## src/rtl/pipe_scoreboard_pkg.sv

```systemverilog
// rtl/pipe_scoreboard_pkg.sv - shared scoreboard configuration defaults and sizing helper
package pipe_scoreboard_pkg;

    localparam int SB_NREG    = 32;
    localparam int SB_LAT_MAX = 7;
    localparam int SB_CNT_W   = 16;

    // Countdown must hold LAT_MAX+1 so the writeback-only variant fits.
    function automatic int cnt_width(input int lat_max);
        return $clog2(lat_max + 2);
    endfunction

endpackage

```

## src/rtl/pipe_sb_cnt.sv

```systemverilog
// rtl/pipe_sb_cnt.sv - per-register result countdown with load, decrement and busy flag
module pipe_sb_cnt #(
    parameter int CW = 4
) (
    input  logic          i_clk,
    input  logic          i_rst,
    input  logic          i_load,
    input  logic [CW-1:0] i_load_val,
    output logic [CW-1:0] o_cnt,
    output logic          o_busy
);

    logic [CW-1:0] cnt_q;
    logic [CW-1:0] cnt_d;

    always_comb begin
        cnt_d = cnt_q;
        if (i_load) begin
            cnt_d = i_load_val;
        end else if (cnt_q != '0) begin
            cnt_d = cnt_q - CW'(1);
        end
    end

    always_ff @(posedge i_clk) begin
        if (i_rst) begin
            cnt_q <= '0;
        end else begin
            cnt_q <= cnt_d;
        end
    end

    assign o_cnt  = cnt_q;
    assign o_busy = (cnt_q != '0);

endmodule

```

## src/rtl/pipe_scoreboard.sv

```systemverilog
// rtl/pipe_scoreboard.sv - issue scoreboard with RAW/WAW interlock and stall statistics; SB_NO_BYPASS_EN selects writeback-only results
module pipe_scoreboard
    import pipe_scoreboard_pkg::*;
#(
    parameter int NREG    = SB_NREG,
    parameter int LAT_MAX = SB_LAT_MAX,
    parameter int CNT_W   = SB_CNT_W
) (
    input  logic                         i_clk,
    input  logic                         i_rst,
    input  logic                         i_issue_valid,
    input  logic [$clog2(NREG)-1:0]      i_issue_rs1,
    input  logic [$clog2(NREG)-1:0]      i_issue_rs2,
    input  logic                         i_issue_rs1_used,
    input  logic                         i_issue_rs2_used,
    input  logic [$clog2(NREG)-1:0]      i_issue_rd,
    input  logic                         i_issue_rd_we,
    input  logic [$clog2(LAT_MAX+1)-1:0] i_issue_lat,
    input  logic                         i_flush,
    input  logic                         i_stat_clr,
    output logic                         o_issue_ready,
    output logic                         o_raw_stall,
    output logic                         o_waw_stall,
    output logic [NREG-1:0]              o_busy,
    output logic [CNT_W-1:0]             o_stall_cnt
);

    localparam int RW = $clog2(NREG);
    localparam int CW = cnt_width(LAT_MAX);

    logic [CW-1:0]    cnt [NREG];
    logic [NREG-1:0]  busy;
    logic [CW-1:0]    lat_ext;
    logic [CW-1:0]    lat_clamp;
    logic [CW-1:0]    load_val;
    logic             rs1_hit;
    logic             rs2_hit;
    logic             raw;
    logic             waw;
    logic             accept;
    logic             load_en;
    logic             stall;
    logic [CNT_W-1:0] stall_cnt_q;
    logic [CNT_W-1:0] stall_cnt_d;

    always_comb begin
        lat_ext   = CW'(i_issue_lat);
        lat_clamp = (lat_ext > CW'(LAT_MAX)) ? CW'(LAT_MAX) : lat_ext;
`ifdef SB_NO_BYPASS_EN
        load_val  = lat_clamp + CW'(1);
`else
        load_val  = lat_clamp;
`endif
    end

    // A source is ready in the cycle its countdown hits zero.
    always_comb begin
        rs1_hit = i_issue_rs1_used && (i_issue_rs1 != '0) && (cnt[i_issue_rs1] != '0);
        rs2_hit = i_issue_rs2_used && (i_issue_rs2 != '0) && (cnt[i_issue_rs2] != '0);
        raw     = i_issue_valid && (rs1_hit || rs2_hit);
        waw     = i_issue_valid && i_issue_rd_we && (i_issue_rd != '0)
                  && (cnt[i_issue_rd] > load_val);
        accept  = i_issue_valid && !raw && !waw && !i_flush;
        load_en = accept && i_issue_rd_we && (i_issue_rd != '0);
        stall   = i_issue_valid && (raw || waw) && !i_flush;
    end

    assign cnt[0]  = '0;
    assign busy[0] = 1'b0;

    for (genvar r = 1; r < NREG; r++) begin : g_cnt
        pipe_sb_cnt #(
            .CW (CW)
        ) u_cnt (
            .i_clk      (i_clk),
            .i_rst      (i_rst),
            .i_load     (load_en && (i_issue_rd == RW'(r))),
            .i_load_val (load_val),
            .o_cnt      (cnt[r]),
            .o_busy     (busy[r])
        );
    end

    always_comb begin
        stall_cnt_d = stall_cnt_q;
        if (i_stat_clr) begin
            stall_cnt_d = '0;
        end else if (stall && !(&stall_cnt_q)) begin
            stall_cnt_d = stall_cnt_q + CNT_W'(1);
        end
    end

    always_ff @(posedge i_clk) begin
        if (i_rst) begin
            stall_cnt_q <= '0;
        end else begin
            stall_cnt_q <= stall_cnt_d;
        end
    end

    assign o_issue_ready = !raw && !waw && !i_flush;
    assign o_raw_stall   = raw;
    assign o_waw_stall   = waw;
    assign o_busy        = busy;
    assign o_stall_cnt   = stall_cnt_q;

endmodule
```

## config.mk

```make
export PLATFORM = sky130hd
export DESIGN_NAME = pipe_scoreboard
export DESIGN_NICKNAME = d
export VERILOG_FILES = /design/src/rtl/pipe_scoreboard_pkg.sv /design/src/rtl/pipe_sb_cnt.sv /design/src/rtl/pipe_scoreboard.sv
export SDC_FILE = /design/constraint.sdc
export NUM_CORES = 1
export LEC_CHECK = 0
export BUFFER_PORTS_ARGS = -buffer_cell sky130_fd_sc_hd__buf_2
export CORE_MARGIN = 2
export CORE_UTILIZATION = 52
export DETAILED_ROUTE_END_ITERATION = 8
export HOLD_SLACK_MARGIN = 0.03
export PLACE_DENSITY = 0.7
export SYNTH_ARGS = -nofsm -noshare
export SYNTH_HDL_FRONTEND = slang
export SYNTH_HIERARCHICAL = 1
export SYNTH_SLANG_ARGS = --single-unit
```

## constraint.sdc

```tcl
create_clock -name i_clk -period 12.2 [get_ports i_clk]
set_input_delay 2.44 -clock i_clk [delete_from_list [all_inputs] [get_ports i_clk]]
set_output_delay 2.44 -clock i_clk [all_outputs]
set_load 0.02 [all_outputs]
```

# [Word level (Yosys, flattened, before mapping)]
# Index checks and enable logic that the tools add are counted.
[word_totals] elab_cells=359 ff_bits=140
[classes] reduce_logical=155 order_cmp=4 n_mux=71 n_eq_ne=31 add_sub_neg=32 bitwise_logic=3
[op_table] cell="$mux W3" count=62
[op_table] cell="$reduce_bool A4 Y1" count=33
[op_table] cell="$sub A4 B1 Y4 const B" count=31
[op_table] cell="$eq A5 B5 Y1 const B" count=16
[op_table] cell="$reduce_or A2 Y1" count=32
[op_table] cell="$reduce_bool A2 Y1" count=31
[op_table] cell="$bmux W4 S5" count=3
[op_table] cell="$logic_and A1 B1 Y1" count=49
[op_table] cell="$eq A5 B4 Y1 const B" count=8
[op_table] cell="$mux W4" count=6
[op_table] cell="$eq A5 B3 Y1 const B" count=4
[op_table] cell="$ge A6 B6 Y1 const B" count=3
[op_table] cell="$not A5 Y6" count=3
[op_table] cell="$add A16 B1 Y16 const B" count=1
[op_table] cell="$reduce_and A16 Y1" count=1
[op_table] cell="$reduce_bool A5 Y1" count=3
[op_table] cell="$eq A5 B2 Y1 const B" count=2
[op_table] cell="$eq A5 B1 Y1 const B" count=1
[op_table] cell="$gt A4 B3 Y1" count=1
[op_table] cell="$logic_not A1 Y1" count=4
[op_table] cell="$logic_or A1 B1 Y1" count=2

# [Depth between registers and ports, before layout]
[logic_depth] ltp_word=16 mapped_depth=18 depth_no_buf=16

# [Modules after synthesis]
# Netlist, hierarchy kept.
[by_module_without_submodules] mod="pipe_sb_cnt" cells_each=26 n_inst=31 area_each_um2=230.2 seq_area_each_um2=80.1
[by_module_without_submodules] mod="pipe_scoreboard" cells_each=408 n_inst=1 area_each_um2=3400.8 seq_area_each_um2=320.3

# [Worst setup path before layout]
# Ideal clock, no wire load.
[synth_timing] kind="input-to-output" startpoint="in i_issue_rd[0]" endpoint="out o_issue_ready" t_arrival_ps=6183 path_buffers=3 stages=13 setup_slack_ps=3577 required_ps=9760 path_cell_list="clkbuf_1 -> buf_1 -> clkbuf_1 -> mux4_2 -> mux4_2 -> mux2i_1 -> ha_1 -> nor2b_1 -> o21ai_0 -> a32oi_1 -> a211oi_1 -> nor3_2 -> nor3_1"
[synth_via] elab_chain_len=9
[synth_lines] item="start, declared" line="pipe_scoreboard.sv:16" rtl="input logic [$clog2(NREG)-1:0] i_issue_rd,"
[synth_lines] item="$not A5 Y6 (implied by the code)" line="pipe_scoreboard.sv:62" rtl="&& (cnt[i_issue_rd] > load_val);"
[synth_lines] item="$bmux W4 S5" line="pipe_scoreboard.sv:62"
[synth_lines] item="$mux W4 (implied by the code) (2 in a row)" line="pipe_scoreboard.sv:62"
[synth_lines] item="$gt A4 B3 Y1" line="pipe_scoreboard.sv:62"
[synth_lines] item="$logic_and A1 B1 Y1 *" line="pipe_scoreboard.sv:62"
[synth_lines] item="named net o_waw_stall" line="pipe_scoreboard.sv:23" rtl="output logic o_waw_stall,"
[synth_lines] item="$logic_not A1 Y1 *" line="pipe_scoreboard.sv:101" rtl="assign o_issue_ready = !raw && !waw && !i_flush;"
[synth_lines] item="$logic_and A1 B1 Y1 * (2 in a row)" line="pipe_scoreboard.sv:101"
[synth_lines] item="end, declared" line="pipe_scoreboard.sv:21" rtl="output logic o_issue_ready,"
# The timed path passes the listed nets; every way through them passes the cells marked *. The select of a mux whose other input is x is not followed.

# [Worst setup path in the final report]
[layout_timing] startpoint="in i_issue_rd[0]" endpoint="out o_issue_ready"
[layout_via] elab_chain_len=9
[layout_lines] item="$not A5 Y6 (implied by the code)" line="pipe_scoreboard.sv:62"
[layout_lines] item="$bmux W4 S5" line="pipe_scoreboard.sv:62"
[layout_lines] item="$mux W4 (implied by the code) (2 in a row)" line="pipe_scoreboard.sv:62"
[layout_lines] item="$gt A4 B3 Y1" line="pipe_scoreboard.sv:62"
[layout_lines] item="$logic_and A1 B1 Y1 *" line="pipe_scoreboard.sv:62"
[layout_lines] item="$logic_not A1 Y1 *" line="pipe_scoreboard.sv:101"
[layout_lines] item="$logic_and A1 B1 Y1 * (2 in a row)" line="pipe_scoreboard.sv:101"
# Every way passes the cells marked *; elsewhere a longest branch is shown, timed or not. The select of a mux whose other input is x is not followed.

==> summary.txt <==
Clock tree
  – H-tree levels: 4
  – # hold bufs at CTS: 0
  – CTS tree: built
  – CTS sink cnt: 140
  – Clock Latency Late Sink: 0.43 ns
  – CTS buffer count: 17
  – Clock Tree Buf Depth: 2
  – Post-cts sizing count: 0
  – Root buffer cell: clkbuf_16
  – Setup bufs post-CTS: 0
  – Reg clk slew, reported paths: 0.07 ns

STA
  – Clock Skew: 0.00960 ns
  – Slew at the pin with the worst max-slew slack: 0.974 ns
  – Rel. slew slack: 35.1%
  – Final setup fails: 0
  – Fin. max-slew vios: 0
  – Endpoints failing hold: 0
  – Setup total negative slack: 0 ns
  – Min Tclk post-route: 8.47 ns
  – Fmax achieved: 118 MHz
  – Part of the cycle the worst path needs: 69.4%
  – RSZ-0062 raised after global routing: false

Floorplanning
  – Die Wd: 146 um
  – Die area: 21400 um2
  – Die height: 146 um
  – Core box area: 20000 um2
  – Initial core utilization: 52.6%
  – Site Rows: 52
  – I/O pin count: 77

Final layout
  – Finished Layout Cells: 1603
  – Utilization after layout: 59.2%
  – Fraction of layout cells with a size suffix above 1: 20.1%
  – Post-layout nets: 1410
  – Syn-to-layout area delta: 12.7%

Yosys
  – Synthesized cell area: 10500 um2
  – FFs w/ async S/R, synth: 0%
  – YS warnings: 6
  – Register bit count reported by yosys: 140
  – Mapped Cells: 1214
  – Synth cell types: 65
  – Ys flop type: dfxtp_1
  – Synth area leader: dfxtp_1
  – Seq/Total Area, Yosys: 26.6%
  – Mean Syn Cell Area: 8.68 um2
  – Top-area cell type share of the netlist area: 26.6%
  – Synth area leaders: dfxtp_1 (27%), mux4_2 (9.0%), ha_1 (7.8%)
  – Number of synthesized flops with an enable pin: 0

Worst setup path
  – Crit path max-delay family: multiplexers
  – Reg2reg start: g_cnt[19].u_cnt/o_cnt[1]
  – Max FO, Critical Path: 36
  – Crit path capture type: output port
  – CP Launch Point: i_issue_rd[0]
  – Critical Path RT: 9.76 ns
  – Buf+Inv Stages, Crit Path: 2
  – Delay of the slowest critical-path stage: 0.73 ns
  – Worst path cell trace: buf_2 > mux4_2 > mux4_2 > nor2_1 > nor2_1 > ha_1 > nor2b_1 > o21ai_0 > a32oi_1 > a211oi_1 > nor3_2 > nor3_1 > buf_2
  – Arr. time, crit path: 6.03 ns
  – Worst path slowest cell: buf_2
  – CP Launch Type: primary input
  – Crit path kind: in -> out

Global routing
  – Initial antenna violation count: 4
  – GRT Max-Usage Layer: met2
  – Gr ovfl total: 0
  – Met2 usage: 42.1%
  – Met3 Use GR: 7.47%
  – Largest net degree at the start of global routing: 73
  – Tot GR Track Use: 27.3%
  – GRT met1 Usage: 37.6%
  – First-pass GRT wire length: 47400 um
  – Vias in the first global route: 9169

Job
  – Max cap viols: 0

Route
  – Total Wirelength: 29200 um
  – Vias/cell: 6.09
  – DR vias: 9757
  – First-pass iteration count of the detailed router: 5
  – Antenna-violating nets left: 0
  – Post-DR wirelength/cell: 18.2 um
  – Initial detailed-routing violation count: 686
  – DRC violations left: 0

Placement
  – Placed Cells: 1569
  – Dpl hpwl: 20800 um
  – IO Port Bufs: 75
  – Routability cong.: 0.928

Pwr
  – Sequential power share: 29.2%
  – Pwr Density: 281 nW/um2
  – Sw Share: 42.7%
  – Internal power: 1.91 mW
  – Clock Power Share: 16.1%
  – Sw Pwr: 1.42 mW
  – Pleak: 4.65 nW
  – Combinational power share: 54.7%
  – Worst vdd ir: 153 uV

Run status
  – Status: completed

Hold path
  – Min-delay src: o_stall_cnt[5]
  – Worst Hold Class: reg -> reg
## metal layers
layer	part of all wire [%]	wire (um)
met5	0.092	27
met4	1.9	547
met3	8.3	2420
met2	45	13100
met1	45	13100
## worst min-delay path, delay by kind of cell (launching register included)
family | cells | cell delay, ns
mux | 1 | 0.06
flops | 1 | 0.32
simple gates | 1 | 0.06
## kinds of logic (layout without fill, tap and decap cells)
group	after synthesis	count (layout)	share of synthesized area (%)
simple gates	468	468	23.0
other cells	1	34	0.0356
compound gates	247	247	17.1
buf+inv	134	220	5.18
xor+xnor	62	62	5.15
mux	96	96	15.1
fa+ha+maj	66	66	7.84
flops	140	140	26.6
## cells in the final DEF, fill, tap and decap left out, types with 37 or more instances in the layout
master,count
nand2_1,156
dfxtp_1,140
inv_1,107
nor2_1,83
buf_2,74
ha_1,66
o22ai_1,63
xnor2_1,62
mux4_2,42
or3_1,40
mux2_2,39
a21oi_1,39
or4_1,37
## path summary, 6_finish.rpt
path | cells after the start | end | slack, ns
max | 13 | o_issue_ready | 3.73
min | 2 | o_stall_cnt[5] | 0.50
max reg2reg | 15 | g_cnt[7].u_cnt/o_cnt[0] | 7.73
min reg2reg | 2 | o_stall_cnt[5] | 0.50
## synthesized netlist by cell type, types with 19 or more instances
library cell	number
a211o_1	32
a21oi_1	39
a21oi_2	34
dfxtp_1	140
ha_1	66
inv_1	107
mux2_2	39
mux4_2	42
nand2_1	156
nand3_1	19
nor2_1	83
nor3b_1	34
o22ai_1	63
o31ai_1	31
or2_2	34
or3_1	40
or4_1	37
xnor2_1	62
## power by group through the flow
stage          registers, mW  logic (mW)  clock network (mW)
6_report               0.973        1.83               0.537
5_1_grt                 1.00        2.02               0.561
4_1_cts                0.957        1.82               0.543
3_5_place_dp           0.966        1.80                   0
3_3_place_gp           0.972        1.76                   0
2_1_floorplan          0.841        1.49                   0
## per-stage QoR
step / total power, mW / area [um2] / hold WS, ns / setup WS, ns
after floorplan: 2.33 / 10700 / 0.552 / 3.58
after global placement: 2.73 / 11300 / 0.474 / 3.86
after detailed placement: 2.77 / 11300 / 0.487 / 3.74
after CTS: 3.32 / 11900 / 0.499 / 3.73
after global routing: 3.59 / 11900 / 0.525 / 3.47
final: 3.34 / 11900 / 0.496 / 3.73
## flip-flops by register name (all words and copies together) (netlist names)
signal             cells
g_cnt.u_cnt/o_cnt    124
o_stall_cnt           16
## cell type report
type / count / area [um2]
Sequential cell: 140 / 2800
Multi-Input combinational cell: 971 / 7310
Antenna cell: 2 / 5.00
Inverter: 108 / 405
Clock inverter: 15 / 174
Fill cell: 1865 / 8170
Clock buffer: 17 / 425
Tap cell: 270 / 338
Timing Repair Buffer: 80 / 415
Power figures use the tool's default switching activity.
